<file path="config.mk">
export PLATFORM = sky130hd
export DESIGN_NAME = seq_pattern_detector_flat
export DESIGN_NICKNAME = d
export VERILOG_FILES = /design/src/rtl/seq_pattern_detector_pkg.sv /design/src/rtl/seq_pattern_detector_if.sv /design/src/rtl/seq_pattern_detector_sat_counter.sv /design/src/rtl/seq_pattern_detector.sv /design/src/flat_wrapper.sv
export SDC_FILE = /design/constraint.sdc
export NUM_CORES = 1
export LEC_CHECK = 0
export CELL_PAD_IN_SITES_DETAIL_PLACEMENT = 1
export CELL_PAD_IN_SITES_GLOBAL_PLACEMENT = 1
export CORE_AREA = 3 3 46 48
export DETAILED_ROUTE_END_ITERATION = 8
export DIE_AREA = 0 0 49 51
export GPL_ROUTABILITY_DRIVEN = 0
export PLACE_DENSITY_LB_ADDON = 0.1
export SLEW_MARGIN = 20
export SYNTH_ARGS = -nofsm -noshare
export SYNTH_HDL_FRONTEND = slang
export SYNTH_SLANG_ARGS = --single-unit
</file>
<file path="constraint.sdc">
create_clock -name clk -period 1.7 [get_ports clk]
set_input_delay 0.425 -clock clk [delete_from_list [all_inputs] [get_ports clk]]
set_output_delay 0.425 -clock clk [all_outputs]
set_load 0.005 [all_outputs]
</file>
<file path="src/rtl/seq_pattern_detector_pkg.sv">
// Shared types and limits for the serial pattern detector.
//   det_mode_e : detection mode (non-overlapping / overlapping)
//   W_MIN/W_MAX: legal pattern length range
//   CNT_W_MAX  : widest supported match counter
package seq_det_pkg;

    typedef enum logic {
        MODE_NONOVERLAP = 1'b0,
        MODE_OVERLAP    = 1'b1
    } det_mode_e;

    localparam int W_MIN     = 2;
    localparam int W_MAX     = 16;
    localparam int CNT_W_MAX = 32;

endpackage : seq_det_pkg

</file>
<file path="src/rtl/seq_pattern_detector_if.sv">
// Control/data bundle between the serial front end (master) and the
// pattern detector (slave).
//   load, pattern[W], overlap : configuration capture
//   in_valid, x               : serial bit stream
//   match, armed              : detector status
//   clear, match_count[CNT_W] : counter control/status, present only when
//                               SEQ_PATTERN_DETECTOR_COUNT_EN is defined
interface seq_pattern_detector_if #(
    parameter int W     = 4,
    parameter int CNT_W = 8
);
    logic         load;
    logic [W-1:0] pattern;
    logic         overlap;
    logic         in_valid;
    logic         x;
    logic         match;
    logic         armed;
`ifdef SEQ_PATTERN_DETECTOR_COUNT_EN
    logic             clear;
    logic [CNT_W-1:0] match_count;
`endif

    modport master (
`ifdef SEQ_PATTERN_DETECTOR_COUNT_EN
        output clear,
        input  match_count,
`endif
        output load, pattern, overlap, in_valid, x,
        input  match, armed
    );

    modport slave (
`ifdef SEQ_PATTERN_DETECTOR_COUNT_EN
        input  clear,
        output match_count,
`endif
        input  load, pattern, overlap, in_valid, x,
        output match, armed
    );

endinterface : seq_pattern_detector_if

</file>
<file path="src/rtl/seq_pattern_detector_sat_counter.sv">
// Saturating up-counter used to count pattern hits.
//   clk, rst : clock, synchronous active-high reset
//   inc      : count one event (ignored once at the maximum value)
//   clr      : zero the counter; wins over inc
//   count    : registered count value
module sat_counter
    import seq_det_pkg::*;
#(
    parameter int CNT_W = 8
) (
    input  logic             clk,
    input  logic             rst,
    input  logic             inc,
    input  logic             clr,
    output logic [CNT_W-1:0] count
);

    localparam logic [CNT_W-1:0] CNT_MAX = {CNT_W{1'b1}};

    if ((CNT_W < 1) || (CNT_W > CNT_W_MAX)) begin : g_bad_cnt_w
        $error("sat_counter: CNT_W out of range");
    end

    logic [CNT_W-1:0] cnt_r;
    logic [CNT_W-1:0] cnt_next_s;

    // Next count: clear first, then saturating increment.
    always_comb begin
        cnt_next_s = cnt_r;
        if (clr) begin
            cnt_next_s = {CNT_W{1'b0}};
        end else if (inc && (cnt_r != CNT_MAX)) begin
            cnt_next_s = cnt_r + {{(CNT_W-1){1'b0}}, 1'b1};
        end else begin
            cnt_next_s = cnt_r;
        end
    end

    // Counter register.
    always_ff @(posedge clk) begin
        if (rst) begin
            cnt_r <= {CNT_W{1'b0}};
        end else begin
            cnt_r <= cnt_next_s;
        end
    end

    assign count = cnt_r;

endmodule : sat_counter

</file>
<file path="src/rtl/seq_pattern_detector.sv">
// Serial pattern detector. Shifts in one bit per valid cycle and raises a
// registered one-cycle match pulse when the last W bits equal the loaded
// pattern (first-received bit compared against pattern[W-1]).
// Ports:
//   clk, rst : clock, synchronous active-high reset
//   bus      : seq_pattern_detector_if.slave (load/pattern/overlap,
//              in_valid/x, match/armed, and clear/match_count when built
//              with the counter)
// Build option: define SEQ_PATTERN_DETECTOR_COUNT_EN to add the saturating
// match counter together with the clear and match_count signals.
module seq_pattern_detector
    import seq_det_pkg::*;
#(
    parameter int W     = 4,
    parameter int CNT_W = 8
) (
    input  logic                   clk,
    input  logic                   rst,
    seq_pattern_detector_if.slave  bus
);

    if ((W < W_MIN) || (W > W_MAX)) begin : g_bad_w
        $error("seq_pattern_detector: W out of range");
    end
    if ((CNT_W < 1) || (CNT_W > CNT_W_MAX)) begin : g_bad_cnt_w
        $error("seq_pattern_detector: CNT_W out of range");
    end

    // Fill counts 0..W, so it needs enough bits to hold W itself.
    localparam int                FILL_W    = $clog2(W + 1);
    localparam logic [FILL_W-1:0] FILL_FULL = FILL_W'(W);
    localparam logic [FILL_W-1:0] FILL_ONE  = FILL_W'(1);

    logic [W-1:0]      pat_r;
    det_mode_e         mode_r;
    logic [W-1:0]      hist_r;
    logic [FILL_W-1:0] fill_r;
    logic              match_r;
    logic              armed_r;

    logic [W-1:0]      pat_next_s;
    det_mode_e         mode_next_s;
    logic [W-1:0]      hist_next_s;
    logic [FILL_W-1:0] fill_next_s;
    logic [W-1:0]      hist_shift_s;
    logic [FILL_W-1:0] fill_inc_s;
    logic              hit_s;

    // Candidate post-shift history and saturating fill for a sampled bit.
    always_comb begin
        hist_shift_s = {hist_r[W-2:0], bus.x};
        if (fill_r == FILL_FULL) begin
            fill_inc_s = fill_r;
        end else begin
            fill_inc_s = fill_r + FILL_ONE;
        end
    end

    // Next state: load beats sampling; a hit is judged on post-shift values.
    always_comb begin
        pat_next_s  = pat_r;
        mode_next_s = mode_r;
        hist_next_s = hist_r;
        fill_next_s = fill_r;
        hit_s       = 1'b0;
        if (bus.load) begin
            pat_next_s  = bus.pattern;
            mode_next_s = det_mode_e'(bus.overlap);
            hist_next_s = {W{1'b0}};
            fill_next_s = {FILL_W{1'b0}};
        end else if (bus.in_valid) begin
            hist_next_s = hist_shift_s;
            fill_next_s = fill_inc_s;
            if ((fill_inc_s == FILL_FULL) && (hist_shift_s == pat_r)) begin
                hit_s = 1'b1;
                // Non-overlapping mode demands W fresh bits for the next hit.
                if (mode_r == MODE_NONOVERLAP) begin
                    fill_next_s = {FILL_W{1'b0}};
                end else begin
                    fill_next_s = fill_inc_s;
                end
            end else begin
                hit_s = 1'b0;
            end
        end else begin
            hit_s = 1'b0;
        end
    end

    // State and output registers; armed tracks the registered fill.
    always_ff @(posedge clk) begin
        if (rst) begin
            pat_r   <= {W{1'b0}};
            mode_r  <= MODE_OVERLAP;
            hist_r  <= {W{1'b0}};
            fill_r  <= {FILL_W{1'b0}};
            match_r <= 1'b0;
            armed_r <= 1'b0;
        end else begin
            pat_r   <= pat_next_s;
            mode_r  <= mode_next_s;
            hist_r  <= hist_next_s;
            fill_r  <= fill_next_s;
            match_r <= hit_s;
            armed_r <= (fill_next_s == FILL_FULL);
        end
    end

    assign bus.match = match_r;
    assign bus.armed = armed_r;

`ifdef SEQ_PATTERN_DETECTOR_COUNT_EN
    sat_counter #(
        .CNT_W (CNT_W)
    ) u_sat_counter (
        .clk   (clk),
        .rst   (rst),
        .inc   (hit_s),
        .clr   (bus.clear),
        .count (bus.match_count)
    );
`endif

endmodule : seq_pattern_detector
</file>
<file path="src/flat_wrapper.sv">
// flat-port wrapper written by rule: the top's interface ports become plain ports
module seq_pattern_detector_flat import seq_det_pkg::*;
#(
    parameter int W     = 4,
    parameter int CNT_W = 8
)
  (clk, rst, bus_load, bus_pattern, bus_overlap, bus_in_valid, bus_x, bus_match, bus_armed);
  seq_pattern_detector_if #(.W(W), .CNT_W(CNT_W)) bus_i ();
  input  logic clk;
  input  logic rst;
  input wire logic [$bits(bus_i.load)-1:0] bus_load;
  input wire logic [$bits(bus_i.pattern)-1:0] bus_pattern;
  input wire logic [$bits(bus_i.overlap)-1:0] bus_overlap;
  input wire logic [$bits(bus_i.in_valid)-1:0] bus_in_valid;
  input wire logic [$bits(bus_i.x)-1:0] bus_x;
  output wire logic [$bits(bus_i.match)-1:0] bus_match;
  output wire logic [$bits(bus_i.armed)-1:0] bus_armed;
  assign bus_i.load = bus_load;
  assign bus_i.pattern = bus_pattern;
  assign bus_i.overlap = bus_overlap;
  assign bus_i.in_valid = bus_in_valid;
  assign bus_i.x = bus_x;
  assign bus_match = bus_i.match;
  assign bus_armed = bus_i.armed;
  seq_pattern_detector #(.W(W), .CNT_W(CNT_W)) u_core (.clk(clk), .rst(rst), .bus(bus_i));
endmodule
</file>
# Word level (Yosys, flattened, before mapping)

Index checks and enable logic that the tools add are counted.

Bits in registers: 13
Bits of input ports: 10
Logic and storage cells: 21

Add/sub/neg operators: 1
Eq/ne operators: 4
Multiplexer cells: 6
Bitwise gates (word level): 1
Reduce and logical (&&, ||, !) cells: 3

Operators by type and width:

| operator              | count |
|---|---|
| $mux W3               | 5 |
| $eq A3 B3 Y1 const B  | 3 |
| $eq A4 B4 Y1          | 1 |
| $add A3 B1 Y3 const B | 1 |
| $reduce_or A3 Y1      | 1 |
| $reduce_or A2 Y1      | 1 |
| $logic_and A1 B1 Y1   | 1 |
| $mux W1               | 1 |
| $not A1 Y1            | 1 |

# Longest topological paths before layout

Gate-level depths: netlist of the first run.

Depth in word-level cells: 8
Depth in mapped cells: 6
Depth with buffers taken out: 6

# Worst setup path before layout of the first run

No wires, ideal clock.

Path type: input to register
Start point: input bus_load
End point: register u_core.armed_r (netlist: u_core.bus.armed)
Library setup time: 79 ps
Arrival: 1395 ps
Required time: 1621 ps
Slack: 226 ps
Stages on the path: 5
Cell sequence: buf_6 -> or2_1 -> buf_6 -> or3_4 -> a211oi_2

Cells in the longest elaborated chain, start to end: 2

RTL lines:

| what                 | line                        | source |
|---|---|---|
| from (decl)          | flat_wrapper.sv:11          | `input wire logic [$bits(bus_i.load)-1:0] bus_load;` |
| $mux W3              | seq_pattern_detector.sv:66  | `if (bus.load) begin` |
| $eq A3 B3 Y1         | seq_pattern_detector.sv:105 | `armed_r <= (fill_next_s == FILL_FULL);` |
| to (signal assigned) | seq_pattern_detector.sv:105 |  |
| to (decl)            | seq_pattern_detector.sv:39  | `logic armed_r;` |

Every way passes these cells.
A chain may end at the register's enable or synchronous reset.

# Worst setup path in the final report of the first run

Start point: input bus_x
End point: register u_core.match_r (netlist: u_core.bus.match)

Cells in the longest elaborated chain, start to end: 3

RTL lines:

| what                 | line                        | source |
|---|---|---|
| from (decl)          | flat_wrapper.sv:15          | `input wire logic [$bits(bus_i.x)-1:0] bus_x;` |
| $eq A4 B4 Y1         | seq_pattern_detector.sv:74  | `if ((fill_inc_s == FILL_FULL) && (hist_shift_s == pat_r)) begin` |
| $logic_and A1 B1 Y1  | seq_pattern_detector.sv:74  |  |
| $mux W1              | seq_pattern_detector.sv:74  |  |
| to (signal assigned) | seq_pattern_detector.sv:104 | `match_r <= hit_s;` |
| to (decl)            | seq_pattern_detector.sv:38  | `logic match_r;` |

Every way passes these cells.

==> results of run 1 <==
==> where the power goes <==
part           internal [mW]  switching [mW]  total (mW)
combinational         0.0518          0.0351      0.0869
sequential             0.314         0.00654       0.321
clock                 0.0908           0.102       0.193
==> cell usage after synthesis (all sizes together) <==
library cell	instances
or3	1
o21ai	1
nand4	1
nand2	2
and4b	1
buf	3
inv	3
ha	2
a21oi	3
mux2i	8
or2	1
o31a	1
dfxtp	13
nor3	1
nand3	1
nor2	9
nand3b	1
nor2b	1
nor4b	1
a211oi	1
a211o	1
xnor2	6
==> cell usage in the layout, fill, tap and decap left out, drive strengths merged <==
master / synthesis / final
and4b: 1 / 1
dfxtp: 13 / 13
nand3: 1 / 1
clkdlybuf4s50: 0 / 11
nor2b: 1 / 1
o31a: 1 / 1
clkbuf: 0 / 4
xnor2: 6 / 6
inv: 3 / 3
a211o: 1 / 1
ha: 2 / 2
or2: 1 / 1
nand4: 1 / 1
nand3b: 1 / 1
nor2: 9 / 9
o21ai: 1 / 1
nor3: 1 / 1
buf: 3 / 6
nand2: 2 / 2
nor4b: 1 / 1
a21oi: 3 / 3
mux2i: 8 / 8
or3: 1 / 1
a211oi: 1 / 1
==> area by class of cell <==
class,count,area (um^2)
Multi-Input combinational cell,43,315
Inverter,3,11.3
Clock buffer,4,26.3
Tap cell,25,31.3
Timing Repair Buffer,17,155
Sequential cell,13,260
Fill cell,211,946
==> registers in the layout, indices dropped and copies added, names as in the netlist <==
register	count
u_core.fill_r	3
u_core.bus.match	1
u_core.hist_r	3
u_core.bus.armed	1
u_core.pat_r	4
u_core.mode_r	1
==> stage by stage <==
stage,setup TNS [ns],instances,setup WS [ns]
floorplan,0,62,0.226
global placement,-0.296,101,-0.131
detailed placement,-0.329,101,-0.142
CTS,0,105,0.143
global route,0,105,0.0713
finish,0,105,0.162
==> critical path, cell delays in order <==
cell and delay (ns):
clkdlybuf4s50_1 0.50, xnor2_1 0.13, nand4_1 0.14, nor3_1 0.25, nor4b_1 0.26
==> logic make-up after synthesis <==
| logic type | after synthesis |
|---|---|
| XOR/XNOR | 6 |
| adder cells (fa/ha/maj) | 2 |
| buffers and inverters | 6 |
| multiplexers | 8 |
| flip-flops | 13 |
| AND/OR/NAND/NOR | 20 |
| AO/OA/AOI/OAI | 7 |
==> worst paths after layout <==
check / end / slack [ns]
worst max-delay path: u_core.bus.match / 0.16
worst min register to register: u_core.pat_r[1] / 0.52
worst max register to register: u_core.bus.match / 0.21
worst min-delay path: u_core.pat_r[1] / 0.52
==> per-layer routing <==
metal  vias to the layer above  GRT usage  share of wire
li1                        250          -              -
met1                       225      0.124           0.44
met2                         9      0.206           0.51
met3                         2     0.0408          0.040
met4                         0     0.0758         0.0074
met5                         -          0              0
==> out/qor.txt, run 1 <==
CTS clk-pin slew, worst paths - 0.08 ns
Ports - 12
Final Hold Vio Count - 0
Port-buffer cells - 11
CP arrival - 1.71 ns
synth unique cells - 23
Worst Clk Skew - 0.00238 ns
reg2reg start - u_core.fill_r[0]
Startpoint Class - primary input
Worst Tran Pin Value - 0.247 ns
Hold-fix buffers, CTS - 0
RSZ-0062 raised after global routing - false
CP max FO - 2
worst vdd ir - 383 uV
Die Height - 51 um
total CTS buffers - 3
min Tclk post-route - 1.54 ns
CP Capture Type - flip-flop
pin count of the biggest net entering global routing - 8
area delta synth->final - 30.1%
number of max-cap violations - 0
First DRT Iteration DRCs - 2
Synth top area share - 0.424
Worst Hold Launch - u_core.pat_r[1]
utilization after layout - 0.458
antenna-violating nets left - 0
Nets - 93
core area - 0.00175 mm^2
largest family of logic cells by synthesized area - simple AND/OR/NAND/NOR gates
synthesized instance count - 62
first-pass GRT wire length - 2260 um
PwrDens - 751 mW/mm^2
xor and xnor area share after synthesis - 0.0855
Synth area leader - dfxtp_1
Seq/Total Area, Yosys - 0.424
complex-gate fraction of the synthesized area - 0.0815
Max Root-Sink Buffers - 2
fraction of layout cells with a size suffix above 1 - 0.138
fmax - 650 MHz
Min-Delay Path Class - reg -> reg
post-route cell area - 800 um^2
Vias - 486
Avg Synthesized Cell Area - 9.91 um^2
1st-pass router iterations - 3
Setup Buffers After CTS - 0
period utilization - 0.904
average wire per standard cell - 11.6 um
synth warn - 0
Via density - 4.63
root buf cell - clkbuf_4
Syn Nets - 74
DRC - 0
cell area after placement - 773 um^2
GRT Total Usage - 0.119
Critical Path RT - 1.87 ns
vias in the first global route - 562
initial core utilization - 0.352
Slew Viols, Final - 0
H-tree Lvls - 1
DIE AREA - 0.00250 mm^2
WL final - 1220 um
clk sinks - 13
ranking of synthesized cells by area - dfxtp_1 42%, mux2i_1 13%, xnor2_1 8.6%
DPL Wire Length - 1040 um
Synth Cell Area - 614 um^2
gr ovfl total - 0
mux share of post-synthesis cell area - 0.130
Hold Path Depth - 2
status - finished, final reports clean
post-synthesis simple-gate area fraction - 0.175
total power - 601 uW
Yosys reg bits - 13
Crit Path Class - in -> reg
initial antenna violation count - 0
Slew HR - 0.833
worst skew pair latency - 0.27 ns
R2R cell count - 6
Die Span X - 49 um
post-synthesis adder-cell area fraction - 0.0407
final number of setup-violating endpoints - 0
static leakage - 0.323 nW
Resized cells post-CTS - 0
crit path from - bus_x
Row Count - 15
CTS tree - done
diode count - 0
final hold slack - 0.525 ns
Note: power is estimated with default switching activity, not from simulation.
==> inputs of run 2 (changes only) <==
--- a/config.mk
+++ b/config.mk
@@ -8,6 +8,7 @@
 export CELL_PAD_IN_SITES_DETAIL_PLACEMENT = 1
 export CELL_PAD_IN_SITES_GLOBAL_PLACEMENT = 1
 export CORE_AREA = 3 3 46 48
+export CTS_CLUSTER_SIZE = 8
 export DETAILED_ROUTE_END_ITERATION = 8
 export DIE_AREA = 0 0 49 51
 export GPL_ROUTABILITY_DRIVEN = 0
@@ -16,3 +17,4 @@
 export SYNTH_ARGS = -nofsm -noshare
 export SYNTH_HDL_FRONTEND = slang
 export SYNTH_SLANG_ARGS = --single-unit
+export TNS_END_PERCENT = 30
==> results of run 2 <==
Final layout, timing and power as in run 1 (identical DEF).
